$ cat src/rtl/pn_cmd_encoder_if.sv
// Command-port bundle between the spike/parameter sources, the encoder and the PN controller.
// The encoder uses the master view; the surrounding environment uses the slave view.
interface pn_cmd_encoder_if #(
    parameter int FIFO_DEPTH = 16
) ();
    localparam int LVL_W = $clog2(FIFO_DEPTH) + 1;

    logic             spk_valid;
    logic             spk_ready;
    logic [6:0]       spk_id;
    logic             spk_rich;
    logic             prm_valid;
    logic             prm_ready;
    logic [1:0]       prm_target;
    logic [6:0]       prm_addr;
    logic [31:0]      prm_data;
    logic             flush;
    logic             cmd_valid;
    logic             cmd_ready;
    logic [15:0]      cmd_addr;
    logic [31:0]      cmd_data;
    logic [LVL_W-1:0] fifo_level;
    logic             err_bad_tgt;

    modport master (
        input  spk_valid, spk_id, spk_rich,
        input  prm_valid, prm_target, prm_addr, prm_data,
        input  flush, cmd_ready,
        output spk_ready, prm_ready, cmd_valid, cmd_addr, cmd_data,
        output fifo_level, err_bad_tgt
    );

    modport slave (
        output spk_valid, spk_id, spk_rich,
        output prm_valid, prm_target, prm_addr, prm_data,
        output flush, cmd_ready,
        input  spk_ready, prm_ready, cmd_valid, cmd_addr, cmd_data,
        input  fifo_level, err_bad_tgt
    );
endinterface

$ cat src/rtl/pn_cmd_encoder.sv
// PN controller command initiator: queues fired-neuron spikes, pairs non-rich neighbours into
// one word, and interleaves parameter writes, presenting one registered word at a time.
module pn_cmd_encoder #(
    parameter int FIFO_DEPTH   = 16,
    parameter int PAIR_TIMEOUT = 8
) (
    input  logic clk,
    input  logic rst,
    pn_cmd_encoder_if.master bus
);
    localparam int PTR_W = $clog2(FIFO_DEPTH);
    localparam int LVL_W = PTR_W + 1;
    localparam int TMR_W = $clog2(PAIR_TIMEOUT) + 1;
    localparam logic [LVL_W-1:0] LVL_FULL = LVL_W'(FIFO_DEPTH);
    localparam logic [LVL_W-1:0] LVL_ZERO = {LVL_W{1'b0}};
    localparam logic [TMR_W-1:0] TMR_LAST = TMR_W'(PAIR_TIMEOUT - 1);
    localparam logic [TMR_W-1:0] TMR_ZERO = {TMR_W{1'b0}};

    typedef enum logic [1:0] {
        ST_IDLE = 2'b00,
        ST_HOLD = 2'b01,
        ST_EMIT = 2'b10
    } state_t;

    function automatic logic [15:0] enc_param(input logic [1:0] tgt, input logic [6:0] addr);
        return {1'b1, 1'b0, tgt, 5'b00000, addr};
    endfunction

    function automatic logic [15:0] enc_rich(input logic [6:0] id);
        return {2'b01, 7'b0000000, id};
    endfunction

    function automatic logic [15:0] enc_single(input logic [6:0] id);
        return {2'b00, 7'b0000000, id};
    endfunction

    // A zero second neuron moves the first into the upper slot so bits[13:7]==0 still means "single".
    function automatic logic [15:0] enc_pair(input logic [6:0] a, input logic [6:0] b);
        if (b == 7'd0) begin
            return {2'b00, a, 7'b0000000};
        end else begin
            return {2'b00, b, a};
        end
    endfunction

    logic [7:0]       mem_r [FIFO_DEPTH];
    logic [PTR_W-1:0] wr_ptr_r;
    logic [PTR_W-1:0] rd_ptr_r;
    logic [LVL_W-1:0] mem_cnt_r;
    logic [LVL_W-1:0] level_r;
    logic             head_vld_r;
    logic [6:0]       head_id_r;
    logic             head_rich_r;

    state_t           state_r;
    state_t           state_nxt_s;
    logic [6:0]       hold_a_r;
    logic [TMR_W-1:0] tmr_r;
    logic             cmd_valid_r;
    logic [15:0]      cmd_addr_r;
    logic [31:0]      cmd_data_r;
    logic             prm_ready_r;
    logic             err_bad_tgt_r;

    logic             push_s;
    logic             pop_s;
    logic             load_s;
    logic             pair_ok_s;
    logic             word_ld_s;
    logic [15:0]      word_addr_s;
    logic [31:0]      word_data_s;
    logic             prm_ack_s;
    logic             bad_tgt_s;
    logic             hold_ld_s;
    logic             tmr_clr_s;
    logic             tmr_inc_s;

    assign bus.spk_ready   = (level_r != LVL_FULL);
    assign bus.cmd_valid   = cmd_valid_r;
    assign bus.cmd_addr    = cmd_addr_r;
    assign bus.cmd_data    = cmd_data_r;
    assign bus.prm_ready   = prm_ready_r;
    assign bus.err_bad_tgt = err_bad_tgt_r;
    assign bus.fifo_level  = level_r;

    assign push_s    = bus.spk_valid && bus.spk_ready;
    // The head register is a show-ahead stage: it refills from storage one edge after a write.
    assign load_s    = (!head_vld_r || pop_s) && (mem_cnt_r != LVL_ZERO);
    assign pair_ok_s = head_vld_r && !head_rich_r && !((hold_a_r == 7'd0) && (head_id_r == 7'd0));

    // Spike storage array, written on accepted pushes.
    always_ff @(posedge clk) begin
        if (push_s) begin
            mem_r[wr_ptr_r] <= {bus.spk_rich, bus.spk_id};
        end
    end

    // Storage pointers, storage count and total occupancy.
    always_ff @(posedge clk or negedge rst) begin
        if (!rst) begin
            wr_ptr_r  <= {PTR_W{1'b0}};
            rd_ptr_r  <= {PTR_W{1'b0}};
            mem_cnt_r <= LVL_ZERO;
            level_r   <= LVL_ZERO;
        end else begin
            if (push_s) begin
                wr_ptr_r <= wr_ptr_r + PTR_W'(1);
            end
            if (load_s) begin
                rd_ptr_r <= rd_ptr_r + PTR_W'(1);
            end
            case ({push_s, load_s})
                2'b10:   mem_cnt_r <= mem_cnt_r + LVL_W'(1);
                2'b01:   mem_cnt_r <= mem_cnt_r - LVL_W'(1);
                default: mem_cnt_r <= mem_cnt_r;
            endcase
            case ({push_s, pop_s})
                2'b10:   level_r <= level_r + LVL_W'(1);
                2'b01:   level_r <= level_r - LVL_W'(1);
                default: level_r <= level_r;
            endcase
        end
    end

    // Head-of-queue register presented to the FSM.
    always_ff @(posedge clk or negedge rst) begin
        if (!rst) begin
            head_vld_r  <= 1'b0;
            head_id_r   <= 7'd0;
            head_rich_r <= 1'b0;
        end else if (load_s) begin
            head_vld_r  <= 1'b1;
            head_rich_r <= mem_r[rd_ptr_r][7];
            head_id_r   <= mem_r[rd_ptr_r][6:0];
        end else if (pop_s) begin
            head_vld_r  <= 1'b0;
        end
    end

    // Next-state and word-building decisions.
    always_comb begin
        state_nxt_s = state_r;
        pop_s       = 1'b0;
        word_ld_s   = 1'b0;
        word_addr_s = 16'h0000;
        word_data_s = 32'h0000_0000;
        prm_ack_s   = 1'b0;
        bad_tgt_s   = 1'b0;
        hold_ld_s   = 1'b0;
        tmr_clr_s   = 1'b0;
        tmr_inc_s   = 1'b0;
        case (state_r)
            ST_IDLE: begin
                // A request already acknowledged last cycle is not taken a second time.
                if (bus.prm_valid && !prm_ready_r) begin
                    prm_ack_s = 1'b1;
                    if (bus.prm_target != 2'b00) begin
                        word_ld_s   = 1'b1;
                        word_addr_s = enc_param(bus.prm_target, bus.prm_addr);
                        word_data_s = bus.prm_data;
                        state_nxt_s = ST_EMIT;
                    end else begin
                        bad_tgt_s   = 1'b1;
                        state_nxt_s = ST_IDLE;
                    end
                end else if (head_vld_r) begin
                    pop_s = 1'b1;
                    if (head_rich_r) begin
                        word_ld_s   = 1'b1;
                        word_addr_s = enc_rich(head_id_r);
                        state_nxt_s = ST_EMIT;
                    end else begin
                        hold_ld_s   = 1'b1;
                        tmr_clr_s   = 1'b1;
                        state_nxt_s = ST_HOLD;
                    end
                end else begin
                    state_nxt_s = ST_IDLE;
                end
            end
            ST_HOLD: begin
                if (pair_ok_s) begin
                    pop_s       = 1'b1;
                    word_ld_s   = 1'b1;
                    word_addr_s = enc_pair(hold_a_r, head_id_r);
                    state_nxt_s = ST_EMIT;
                end else if (head_vld_r || bus.flush || bus.prm_valid || (tmr_r == TMR_LAST)) begin
                    // Any head that cannot pair (rich, or zero behind zero) stays queued.
                    word_ld_s   = 1'b1;
                    word_addr_s = enc_single(hold_a_r);
                    state_nxt_s = ST_EMIT;
                end else begin
                    tmr_inc_s   = 1'b1;
                    state_nxt_s = ST_HOLD;
                end
            end
            ST_EMIT: begin
                if (bus.cmd_ready) begin
                    state_nxt_s = ST_IDLE;
                end else begin
                    state_nxt_s = ST_EMIT;
                end
            end
            default: begin
                state_nxt_s = ST_IDLE;
            end
        endcase
    end

    // FSM state, held spike and pairing timer.
    always_ff @(posedge clk or negedge rst) begin
        if (!rst) begin
            state_r  <= ST_IDLE;
            hold_a_r <= 7'd0;
            tmr_r    <= TMR_ZERO;
        end else begin
            state_r <= state_nxt_s;
            if (hold_ld_s) begin
                hold_a_r <= head_id_r;
            end
            if (tmr_clr_s) begin
                tmr_r <= TMR_ZERO;
            end else if (tmr_inc_s) begin
                tmr_r <= tmr_r + TMR_W'(1);
            end
        end
    end

    // Registered command word and one-cycle parameter status pulses.
    always_ff @(posedge clk or negedge rst) begin
        if (!rst) begin
            cmd_valid_r   <= 1'b0;
            cmd_addr_r    <= 16'h0000;
            cmd_data_r    <= 32'h0000_0000;
            prm_ready_r   <= 1'b0;
            err_bad_tgt_r <= 1'b0;
        end else begin
            cmd_valid_r   <= (state_nxt_s == ST_EMIT);
            prm_ready_r   <= prm_ack_s;
            err_bad_tgt_r <= bad_tgt_s;
            if (word_ld_s) begin
                cmd_addr_r <= word_addr_s;
                cmd_data_r <= word_data_s;
            end
        end
    end

endmodule

$ cat src/flat_wrapper.sv
// flat-port wrapper written by rule: the top's interface ports become plain ports
module pn_cmd_encoder_flat 
#(
    parameter int FIFO_DEPTH   = 16,
    parameter int PAIR_TIMEOUT = 8
)
  (clk, rst, bus_spk_valid, bus_spk_id, bus_spk_rich, bus_prm_valid, bus_prm_target, bus_prm_addr, bus_prm_data, bus_flush, bus_cmd_ready, bus_spk_ready, bus_prm_ready, bus_cmd_valid, bus_cmd_addr, bus_cmd_data, bus_fifo_level, bus_err_bad_tgt);
  pn_cmd_encoder_if #(.FIFO_DEPTH(FIFO_DEPTH)) bus_i ();
  input  logic clk;
  input  logic rst;
  input wire logic [$bits(bus_i.spk_valid)-1:0] bus_spk_valid;
  input wire logic [$bits(bus_i.spk_id)-1:0] bus_spk_id;
  input wire logic [$bits(bus_i.spk_rich)-1:0] bus_spk_rich;
  input wire logic [$bits(bus_i.prm_valid)-1:0] bus_prm_valid;
  input wire logic [$bits(bus_i.prm_target)-1:0] bus_prm_target;
  input wire logic [$bits(bus_i.prm_addr)-1:0] bus_prm_addr;
  input wire logic [$bits(bus_i.prm_data)-1:0] bus_prm_data;
  input wire logic [$bits(bus_i.flush)-1:0] bus_flush;
  input wire logic [$bits(bus_i.cmd_ready)-1:0] bus_cmd_ready;
  output wire logic [$bits(bus_i.spk_ready)-1:0] bus_spk_ready;
  output wire logic [$bits(bus_i.prm_ready)-1:0] bus_prm_ready;
  output wire logic [$bits(bus_i.cmd_valid)-1:0] bus_cmd_valid;
  output wire logic [$bits(bus_i.cmd_addr)-1:0] bus_cmd_addr;
  output wire logic [$bits(bus_i.cmd_data)-1:0] bus_cmd_data;
  output wire logic [$bits(bus_i.fifo_level)-1:0] bus_fifo_level;
  output wire logic [$bits(bus_i.err_bad_tgt)-1:0] bus_err_bad_tgt;
  assign bus_i.spk_valid = bus_spk_valid;
  assign bus_i.spk_id = bus_spk_id;
  assign bus_i.spk_rich = bus_spk_rich;
  assign bus_i.prm_valid = bus_prm_valid;
  assign bus_i.prm_target = bus_prm_target;
  assign bus_i.prm_addr = bus_prm_addr;
  assign bus_i.prm_data = bus_prm_data;
  assign bus_i.flush = bus_flush;
  assign bus_i.cmd_ready = bus_cmd_ready;
  assign bus_spk_ready = bus_i.spk_ready;
  assign bus_prm_ready = bus_i.prm_ready;
  assign bus_cmd_valid = bus_i.cmd_valid;
  assign bus_cmd_addr = bus_i.cmd_addr;
  assign bus_cmd_data = bus_i.cmd_data;
  assign bus_fifo_level = bus_i.fifo_level;
  assign bus_err_bad_tgt = bus_i.err_bad_tgt;
  pn_cmd_encoder #(.FIFO_DEPTH(FIFO_DEPTH), .PAIR_TIMEOUT(PAIR_TIMEOUT)) u_core (.clk(clk), .rst(rst), .bus(bus_i));
endmodule
$ cat config.mk
export PLATFORM = sky130hd
export DESIGN_NAME = pn_cmd_encoder_flat
export DESIGN_NICKNAME = d
export VERILOG_FILES = /design/src/rtl/pn_cmd_encoder_if.sv /design/src/rtl/pn_cmd_encoder.sv /design/src/flat_wrapper.sv
export SDC_FILE = /design/constraint.sdc
export NUM_CORES = 1
export LEC_CHECK = 0
export CORE_ASPECT_RATIO = 0.8
export CORE_UTILIZATION = 55
export DETAILED_ROUTE_END_ITERATION = 8
export PLACE_DENSITY = 0.79
export SLEW_MARGIN = 20
export SYNTH_ARGS = -nofsm -noshare
export SYNTH_HDL_FRONTEND = slang
export SYNTH_SLANG_ARGS = --single-unit
$ cat constraint.sdc
create_clock -name clk -period 5.15 [get_ports clk]
set_input_delay 1.03 -clock clk [delete_from_list [all_inputs] [get_ports clk]]
set_output_delay 1.03 -clock clk [all_outputs]
set_load 0.01 [all_outputs]
==> summary.txt, run 1 <==
Floorplan
  • Row Count: around 40
  • Boundary pin count: 112
  • Die W: 145.9 um
  • Core box area: 16010 um^2
  • Initial core utilization: ~57%
  • Die Area: 17090 um^2
  • Die H: 117.1 um

Place
  • DP Worst Slack: between 1000 and 1500 ps
  • Placed cell areas: 10310 um^2
  • Placed insts: between 800 and 900
  • RePlAce Congestion: 0.8753
  • Port Buffers: about 110
  • Dpl hpwl: 13.21 mm

Power and ir drop
  • Lkg Pwr: 4.139 nW
  • Max VDD drop: 0.3297 mV
  • Final Total Pwr: 6.584 mW
  • Pwr dens: 600.0 nW/um^2

Clocking
  • CTS Buf Count: 22
  • Clk slew on worst S/H paths: 60 ps
  • Longest Clk Path Bufs: 3
  • Root buffer cell: clkbuf_16
  • Clock sink count: approximately 220
  • Later-pin clock latency in the skew report: around 500 ps
  • # hold bufs at CTS: 0
  • Postcts setup bufs: 0
  • H-Tree Level Count: 1
  • TritonCTS clock tree: yes
  • Post-CTS sizing: 0

Finish
  • Layout area overhead: 20.42%
  • Non-filler cells, final: 919
  • Most frequent cells in the layout: edfxtp_1, clkdlybuf4s50_1, dfrtp_1
  • Antenna diodes: 0
  • Final Cell Area: about 11000 um^2
  • Share of cells above drive strength 1: 14.49%
  • Fillers: between 1000 and 1500
  • Area of the multi-input gates: 2700 um^2
  • Nets@finish: around 760
  • Commonest non-fill, non-tap cell in the layout: edfxtp_1
  • Final Util: 68.56%
  • Seq. cell area: 6123 um^2

Worst setup path
  • Req. time, crit path: around 5600 ps
  • Crit. End Element: flip-flop
  • Crit Reg-Reg Startpoint: u_core.head_id_r[2]
  • Reg2Reg Depth: 11
  • Arr. time, crit path: 4160 ps
  • Reg2Reg Setup Slack: 1410 ps
  • Maximum fanout along the worst path: 11
  • Setup CP Type: flip-flop to flip-flop
  • Startpoint Class: flip-flop
  • Worst setup path startpoint: u_core.head_id_r[2]
  • Worst R2R End: u_core.bus.fifo_level[4]

STA
  • Setup ws final: 1408 ps
  • Fin crit share: 72.66%
  • Slew headroom: 34.72%
  • Final Setup Violations: 0
  • RSZ-0062 raised after global routing: false
  • FMAX: 267.2 MHz
  • Hold Slack: roughly 480 ps
  • Fin Setup TNS: 0 ps
  • Minimum clock period after layout: 3742 ps
  • Slew Limit Fails: 0
  • Worst-Margin Slew: approximately 980 ps
  • Skew final: a little under 10 ps
  • Hold Vio Cnt, Final: 0

Detailed routing
  • Vias: between 5000 and 6000
  • Final ANT Viol Nets: 0
  • 1st-iter DRT viols: between 500 and 600
  • DRC Markers: 0
  • Drt first pass iters: 5
  • WL/cell: about 22 um
  • Post-DR vias/cell: 6.088
  • Routed wire length: 20.23 mm

Yosys
  • Seq/Total Area, Yosys: 67.17%
  • Syn Area/Cell: 15.60 um^2
  • Mapped Area: between 9000 and 10000 um^2
  • Main synth FF type: edfxtp_1
  • Number of synthesis warnings: 0
  • Syn_nets: 654
  • FFs w/ async S/R, synth: 41.55%
  • EDFF count, synth: 128
  • Yosys reg bits: 219
  • Post-synthesis cell count: 584
  • Post-synth cell types: 52

Global routing
  • Total track usage: 23.94%
  • Initial antenna violation count: 0
  • Largest net degree at the start of global routing: 64
  • Grt ovf: 0
  • Number of global-route vias before repair: 5560
  • Global-route wire length before repair: 30.95 mm

Status
  • Outcome: complete, no violations

Flow run
  • Max cap viols: 0

Hold path
  • Hold Path Stages: 1
  • Hold path endpoint: u_core.bus.cmd_addr[15]
  • HP Class: flip-flop to flip-flop
  • Min-delay src: u_core.bus.cmd_addr[15]
cell families (layout without fill, tap and decap cells):
family / count (synthesis) / after routing / synth area share [%]
xor+xnor: 19 / 19 / 1.826
buf+inv: 51 / 171 / 3.199
fa+ha+maj: 15 / 15 / 2.142
mux: 51 / 51 / 10.56
compound gates: 113 / 113 / 8.623
simple gates: 116 / 116 / 6.481
flops: 219 / 219 / 67.17
how the worst max path moves through the flow:
stage	endpoint	slack, ps	cells after the start
finish	u_core.bus.fifo_level[4]	1410	11
global route	u_core.bus.fifo_level[4]	970	11
CTS	u_core.bus.fifo_level[4]	1450	11
detailed placement	u_core.mem_cnt_r[4]	1180	13
global placement	u_core.mem_cnt_r[4]	1290	13
floorplan	u_core.mem_cnt_r[4]	1950	14
cell usage after synthesis, drive strengths merged, types with 4 or more instances:
cell / count / area [um^2]
dfrtp: 91 / 2277
o21ai: 14 / 73.82
ha: 14 / 175.2
mux4: 32 / 720.7
nand2: 30 / 112.6
buf: 24 / 190.2
xnor2: 6 / 52.55
nand2b: 4 / 25.02
nor3: 8 / 40.04
edfxtp: 128 / 3844
nor2: 33 / 131.4
nor2b: 6 / 37.54
inv: 13 / 48.80
nand3: 8 / 40.04
a21oi: 36 / 183.9
a22o: 32 / 280.3
clkbuf: 14 / 52.55
a22oi: 17 / 127.6
mux2: 17 / 221.5
xor2: 13 / 113.9
nand4: 10 / 62.56
area by class of cell:
cell class	count	share of cell area (%)
flip-flops and latches	219	55.80
multi-input cells	314	24.61
repair buffers	119	10.65
clock buffers	32	5.735
well taps	215	2.452
inverters	13	0.4447
clock inverters	7	0.3079
where the power goes:
part	leakage (nW)	internal (mW)	switching, mW
logic	1.52	1.21	1.20
registers	2.30	2.28	0.413
clock network	0.323	0.845	0.626
total	4.14	4.34	2.24
state kept, by name, indices dropped and copies added (netlist names), 2 cells and up:
register	flops
u_core.mem_r	128
u_core.bus.cmd_data	32
u_core.bus.cmd_addr	16
u_core.head_id_r	7
u_core.hold_a_r	7
u_core.bus.fifo_level	5
u_core.mem_cnt_r	5
u_core.rd_ptr_r	4
u_core.tmr_r	4
u_core.wr_ptr_r	4
u_core.state_r	2
metal layers:
layer / up-vias / global-route usage, % / wire, um
met2: 263 / 37.96 / 9912
met1: 2862 / 34.99 / 8466
met5: - / 0 / 0
met3: 37 / 3.992 / 1478
met4: 0 / 6.456 / 377
li1: 2433 / - / -
critical path, cell delays in order (launching register included):
cell and delay, ps:
dfrtp_1 440, nor4_1 400, nand2_1 100, o2111ai_1 820
nand2_1 300, ha_1 350, ha_1 340, nor2b_1 150
o21ai_0 230, a21oi_1 120, nor3_1 240, xor2_1 170
No activity file was read; power rests on OpenSTA's default activity.
==> run 2, diff against run 1 <==
CORE_UTILIZATION = 50   (was 55)
PLACE_DENSITY = 0.76   (was 0.79)
clock period = 3.2 ns   (was 5.15 ns; I/O delays follow)
==> summary.txt, run 2 (synthesis gave the netlist of run 1 again) <==
Detailed routing
  • Final ANT Viol Nets: 0 (unchanged)
  • 1st-iter DRT viols: 453 (was 517)
  • WL/cell: 21.56 um (was 22.02 um)
  • Drt first pass iters: 6 (was 5)
  • Post-DR vias/cell: 5.889 (was 6.088)
  • Vias: 5589 (was 5595)
  • DRC Markers: 0 (unchanged)
  • Routed wire length: 20.46 mm (was 20.23 mm)

Place
  • Placed insts: 909 (was 880)
  • DP Worst Slack: -11.64 ps (was 1183 ps)
  • Placed cell areas: 10480 um^2 (was 10310 um^2)
  • Dpl hpwl: 13.56 mm (was 13.21 mm)
  • Port Buffers: 111 (unchanged)
  • RePlAce Congestion: 0.8508 (was 0.8753)

Worst setup path
  • Arr. time, crit path: 3260 ps (was 4160 ps)
  • Crit. End Element: flip-flop (unchanged)
  • Startpoint Class: flip-flop (unchanged)
  • Maximum fanout along the worst path: 8 (was 11)
  • Setup CP Type: flip-flop to flip-flop (unchanged)
  • Req. time, crit path: 3580 ps (was 5570 ps)

Hold path
  • HP Class: input pin to async pin (was flip-flop to flip-flop)

Finish
  • Most frequent cells in the layout: edfxtp_1, clkdlybuf4s50_1, dfrtp_1 (unchanged)
  • Share of cells above drive strength 1: 16.99% (was 14.49%)
  • Largest reg by FF count: u_core.mem_r (unchanged)
  • Antenna diodes: 0 (unchanged)
  • Fillers: 1192 (was 1055)
  • Non-filler cells, final: 949 (was 919)
  • Nets@finish: 778 (was 759)
  • Commonest non-fill, non-tap cell in the layout: edfxtp_1 (unchanged)
  • Final Cell Area: 11230 um^2 (was 10970 um^2)
  • Number of flip-flops in the largest register: 128 (unchanged)
  • Layout area overhead: 23.25% (was 20.42%)

Floorplan
  • Die Area: 18770 um^2 (was 17090 um^2)
  • Boundary pin count: 112 (unchanged)
  • Core box area: 17590 um^2 (was 16010 um^2)
  • Die W: 152.9 um (was 145.9 um)
  • Die H: 122.7 um (was 117.1 um)
  • Initial core utilization: 51.80% (was 56.93%)
  • Row Count: 43 (was 41)

Clocking
  • Postcts setup bufs: 0 (unchanged)
  • CTS Buf Count: 22 (unchanged)
  • TritonCTS clock tree: yes (unchanged)
  • Clk slew on worst S/H paths: 60 ps (about the same)
  • Clock sink count: 219 (unchanged)
  • H-Tree Level Count: 1 (unchanged)
  • Post-CTS sizing: 0 (unchanged)
  • Later-pin clock latency in the skew report: 530 ps (was 500 ps)
  • Longest Clk Path Bufs: 3 (unchanged)
  • Root buffer cell: clkbuf_16 (unchanged)
  • # hold bufs at CTS: 0 (unchanged)

STA
  • Final Setup Violations: 0 (unchanged)
  • Minimum clock period after layout: 2876 ps (was 3742 ps)
  • Hold Vio Cnt, Final: 0 (unchanged)
  • Slew headroom: 49.98% (was 34.72%)
  • Hold Slack: 186.5 ps (was 482.6 ps)
  • Skew final: 27.74 ps (was 9.647 ps)
  • Setup ws final: 324.0 ps (was 1408 ps)
  • Fin crit share: 89.88% (was 72.66%)
  • Slew Limit Fails: 0 (unchanged)
  • Worst-Margin Slew: 750.3 ps (was 978.2 ps)
  • FMAX: 347.7 MHz (was 267.2 MHz)
  • RSZ-0062 raised after global routing: false (unchanged)
  • Fin Setup TNS: 0 ps (unchanged)

Status
  • Outcome: complete, no violations (unchanged)

Power and ir drop
  • Combinational Power Share: 37.0% (was 36.7%)
  • Internal power: 7.227 mW (was 4.341 mW)
  • Clk network pwr share: 24.1% (was 22.3%)
  • Max VDD drop: 0.4382 mV (was 0.3297 mV)
  • Sw Share: 33.60% (was 34.06%)
  • Part of the power in registers: 38.9% (was 40.9%)
  • Lkg Pwr: 4.293 nW (was 4.139 nW)
  • Psw: 3.658 mW (was 2.242 mW)
  • Pwr dens: 969.2 nW/um^2 (was 600.0 nW/um^2)

Global routing
  • Global-route wire length before repair: 31.46 mm (was 30.95 mm)
  • Grt ovf: 0 (unchanged)
  • Number of global-route vias before repair: 5555 (was 5560)
  • Initial antenna violation count: 0 (unchanged)
  • Largest net degree at the start of global routing: 61 (was 64)
  • Total track usage: 22.03% (was 23.94%)

Flow run
  • Max cap viols: 0 (unchanged)
-- run 2: changes by cell type in the layout (fill, tap and decap cells not counted), sizes merged --
cell      previous run  this run
clkinvlp             2         0
clkinv               5        10
clkbuf              32        27
bufinv               0         2
inv                 13        14
buf                  9        28
-- run 2: layout make-up --
class / count / area [um^2] / share of cell area [%]
well taps: 225 / 281.5 / 2.507
inverters: 13 / 48.80 / 0.4345
clock buffers: 27 / 611.8 / 5.448
flip-flops and latches: 219 / 6122 / 54.51
multi-input cells: 314 / 2700 / 24.04
repair buffers: 138 / 1324 / 11.79
clock inverters: 13 / 142.6 / 1.270
-- run 2: power groups by stage --
stage | registers [mW] | logic, mW | clock network [mW]
2_1_floorplan | 4.17 | 2.72 | 0
3_3_place_gp | 4.22 | 3.86 | 0
3_5_place_dp | 4.26 | 4.00 | 0
4_1_cts | 4.22 | 4.05 | 2.67
5_1_grt | 4.31 | 4.32 | 2.78
6_report | 4.23 | 4.03 | 2.63
-- run 2: stage by stage --
step	utilization (%)	power, mW
2_1_floorplan	-	6.889
3_3_place_gp	59.55	8.080
3_5_place_dp	59.55	8.265
4_1_cts	63.84	10.94
5_1_grt	63.84	11.41
6_report	63.84	10.88
-- run 2: metal layers --
metal | global-route usage, % | up-vias | share of wire, %
met5 | 0 | - | 0
met4 | 7.197 | 0 | 2.3
met3 | 3.143 | 35 | 5.1
met2 | 36.58 | 192 | 51
met1 | 30.40 | 2903 | 42
li1 | - | 2459 | -
-- run 2: final timing paths --
path                       cells past startpoint                     from  slack (ps)                        to
setup / recovery                              12      u_core.head_id_r[2]         320       u_core.mem_cnt_r[4]
hold / removal                                 1                      rst         190    u_core.bus.cmd_addr[5]
setup reg to reg                              12      u_core.head_id_r[2]         320       u_core.mem_cnt_r[4]
hold reg to reg                                1  u_core.bus.cmd_addr[15]         480   u_core.bus.cmd_addr[15]
max in group asynchronous                      2                      rst        2220  u_core.bus.fifo_level[4]
min in group clk                               1  u_core.bus.cmd_addr[15]         480   u_core.bus.cmd_addr[15]
-- run 2: worst max-delay path, stage by stage (launching register included) --
cell and delay (ps):
dfrtp_1 430, nor4_1 360, nand2_1 90, o2111ai_1 340, a21oi_2 110, ha_1 320, xor2_1 190, ha_1 250
o211ai_1 230, a21oi_1 100, a31oi_1 150, nor2_1 60, xor2_1 140
==> run 3, diff against run 2 <==
CELL_PAD_IN_SITES_DETAIL_PLACEMENT = 1   (was default)
CELL_PAD_IN_SITES_GLOBAL_PLACEMENT = 1   (was default)
CORE_UTILIZATION = 42   (was 50)
PLACE_DENSITY = default   (was 0.76)
PLACE_DENSITY_LB_ADDON = 0.12   (was default)
==> summary.txt, run 3 (synthesis gave the netlist of run 1 again) <==
STA
  • RSZ-0062 raised after global routing: false (unchanged)
  • Worst-Margin Slew: 686.5 ps (was 750.3 ps)
  • Skew final: 9.650 ps (was 27.74 ps)
  • Slew Limit Fails: 0 (unchanged)
  • Fin crit share: 91.38% (was 89.88%)
  • Fin Setup TNS: 0 ps (unchanged)
  • FMAX: 342.0 MHz (was 347.7 MHz)
  • Minimum clock period after layout: 2924 ps (was 2876 ps)
  • Hold Vio Cnt, Final: 0 (unchanged)
  • Final Setup Violations: 0 (unchanged)
  • Slew headroom: 54.09% (was 49.98%)

Place
  • Placed cell areas: 10580 um^2 (was 10480 um^2)
  • Dpl hpwl: 15.08 mm (was 13.56 mm)
  • Port Buffers: 111 (unchanged)
  • RePlAce Congestion: 0.8201 (was 0.8508)

Status
  • Outcome: complete, no violations (unchanged)

Power and ir drop
  • Final Total Pwr: 11.10 mW (was 10.88 mW)
  • Max VDD drop: 0.4226 mV (was 0.4382 mV)
  • Psw: 3.740 mW (was 3.658 mW)
  • Lkg Pwr: 4.322 nW (was 4.293 nW)
  • Sw Share: 33.68% (was 33.60%)
  • Part of the power in registers: 38.3% (was 38.9%)
  • Clk network pwr share: 24.6% (was 24.1%)
  • Combinational Power Share: 37.1% (was 37.0%)
  • Internal power: 7.363 mW (was 7.227 mW)
  • Pwr dens: 977.7 nW/um^2 (was 969.2 nW/um^2)

Finish
  • Final Cell Area: 11360 um^2 (was 11230 um^2)
  • Most frequent cells in the layout: edfxtp_1, clkdlybuf4s50_1, dfrtp_1 (unchanged)
  • Antenna diodes: 0 (unchanged)
  • Commonest non-fill, non-tap cell in the layout: edfxtp_1 (unchanged)
  • Share of cells above drive strength 1: 17.31% (was 16.99%)
  • Nets@finish: 782 (was 778)
  • Layout area overhead: 24.62% (was 23.25%)
  • Largest reg by FF count: u_core.mem_r (unchanged)
  • Number of flip-flops in the largest register: 128 (unchanged)
  • Fillers: 1942 (was 1192)

Floorplan
  • Die W: 166.7 um (was 152.9 um)
  • Row Count: 47 (was 43)
  • Die Area: 22290 um^2 (was 18770 um^2)
  • Die H: 133.7 um (was 122.7 um)
  • Boundary pin count: 112 (unchanged)
  • Initial core utilization: 43.41% (was 51.80%)
  • Core box area: 20990 um^2 (was 17590 um^2)

Worst setup path
  • Crit Reg-Reg Startpoint: u_core.head_id_r[2] (unchanged)
  • Reg2Reg Setup Slack: 280 ps (was 320 ps)
  • Critical-path cell list: nor4_2 -> nand2_1 -> o2111ai_2 -> nand2_1 -> ha_1 -> ha_1 -> nor2b_1 -> o21ai_0 -> a21oi_1 -> nor3_1 -> xor2_1 (was nor4_1 -> nand2_1 -> o2111ai_1 -> a21oi_2 -> ha_1 -> xor2_1 -> ha_1 -> o211ai_1 -> a21oi_1 -> a31oi_1 -> nor2_1 -> xor2_1)
  • Req. time, crit path: 3650 ps (was 3580 ps)
  • Crit. End Element: flip-flop (unchanged)
  • Worst R2R End: u_core.bus.fifo_level[4] (was u_core.mem_cnt_r[4])
  • Crit path max-delay family: simple AND/OR/NAND/NOR gates (was compound AO/OA/AOI/OAI gates)
  • Arr. time, crit path: 3370 ps (was 3260 ps)
  • Worst path buffer plus inverter count: 0 (unchanged)
  • Startpoint Class: flip-flop (unchanged)
  • Maximum fanout along the worst path: 5 (was 8)
  • Reg2Reg Depth: 11 (was 12)
  • Setup CP Type: flip-flop to flip-flop (unchanged)
  • Slowest CP cell: dfrtp_1 (unchanged)
  • CP max stage delay: 440 ps (was 430 ps)

Clocking
  • CTS Buf Count: 23 (was 22)
  • Later-pin clock latency in the skew report: 530 ps (about the same)
  • Root buffer cell: clkbuf_16 (unchanged)
  • Clk slew on worst S/H paths: 60 ps (about the same)
  • Postcts setup bufs: 0 (unchanged)
  • H-Tree Level Count: 1 (unchanged)
  • TritonCTS clock tree: yes (unchanged)
  • Clock sink count: 219 (unchanged)
  • Longest Clk Path Bufs: 3 (unchanged)

Global routing
  • Global-route wire length before repair: 34.35 mm (was 31.46 mm)
  • Total track usage: 20.23% (was 22.03%)
  • Grt ovf: 0 (unchanged)
  • Number of global-route vias before repair: 5968 (was 5555)
  • Largest net degree at the start of global routing: 51 (was 61)
  • Initial antenna violation count: 0 (unchanged)

Detailed routing
  • Met2 wire length: 10.31 mm (was 10.36 mm)
  • 1st-iter DRT viols: 341 (was 453)
  • WL met3: 1.087 mm (was 1.043 mm)
  • Wl on met1: 10.08 mm (was 8.592 mm)
  • WL/cell: 21.94 um (was 21.56 um)
  • Drt first pass iters: 4 (was 6)
  • Post-DR vias/cell: 5.508 (was 5.889)
  • Final ANT Viol Nets: 0 (unchanged)
  • DR top layer: met4 (unchanged)
  • Routed wire length: 21.87 mm (was 20.46 mm)
  • DRC Markers: 0 (unchanged)
  • Vias: 5491 (was 5589)

Hold path
  • HP Class: input pin to async pin (unchanged)

Flow run
  • Max cap viols: 0 (unchanged)
run 3: cell type report:
| cell class | instances | area [um^2] | share of cell area, % |
|---|---|---|---|
| Clock buffer | 29 | 619.3 | 5.454 |
| Clock inverter | 12 | 145.1 | 1.278 |
| Sequential cell | 219 | 6122 | 53.91 |
| Timing Repair Buffer | 141 | 1371 | 12.08 |
| Multi-Input combinational cell | 314 | 2713 | 23.89 |
| Inverter | 13 | 48.80 | 0.4297 |
| Tap cell | 269 | 336.6 | 2.964 |
run 3: how the worst max path moves through the flow:
stage	cells past startpoint	to	start
final	11	u_core.bus.fifo_level[4]	u_core.head_id_r[2]
after global routing	11	u_core.bus.fifo_level[4]	u_core.head_id_r[2]
after CTS	11	u_core.bus.fifo_level[4]	u_core.head_id_r[2]
after detailed placement	12	u_core.mem_cnt_r[4]	bus_prm_valid
after global placement	12	u_core.mem_cnt_r[4]	bus_prm_valid
after floorplan	14	u_core.mem_cnt_r[4]	bus_prm_valid
run 3: what timing repair did:
item | 4_1_cts | 5_1_grt
endpoints found under the hold margin | 0 | 0
hold buffers | 0 | 0
resized for setup | 0 | 2
setup endpoints to repair | 0 | 1
run 3: routing by layer:
layer / vias up / track usage [%]
met5: - / 0
met4: 0 / 4.835
met3: 28 / 3.387
met2: 149 / 32.80
met1: 2838 / 28.69
li1: 2476 / -
run 3: stage by stage:
stage | worst slack (ps) | hold WS [ps] | instances | util [%]
after floorplan | 389.6 | 344.4 | 584 | -
after global placement | 133.2 | 460.4 | 956 | 50.39
after detailed placement | 4.541 | 468.4 | 956 | 50.39
after CTS | 94.88 | 122.0 | 997 | 54.03
after global routing | 89.88 | 157.0 | 997 | 54.09
final | 275.8 | 104.4 | 997 | 54.09
run 3: power by group through the flow:
| stage | registers [mW] | logic (mW) | clock network, mW |
|---|---|---|---|
| 2_1_floorplan | 4.17 | 2.72 | 0 |
| 3_3_place_gp | 4.26 | 4.03 | 0 |
| 3_5_place_dp | 4.29 | 4.15 | 0 |
| 4_1_cts | 4.26 | 4.17 | 2.79 |
| 5_1_grt | 4.34 | 4.46 | 2.89 |
| 6_report | 4.25 | 4.11 | 2.73 |
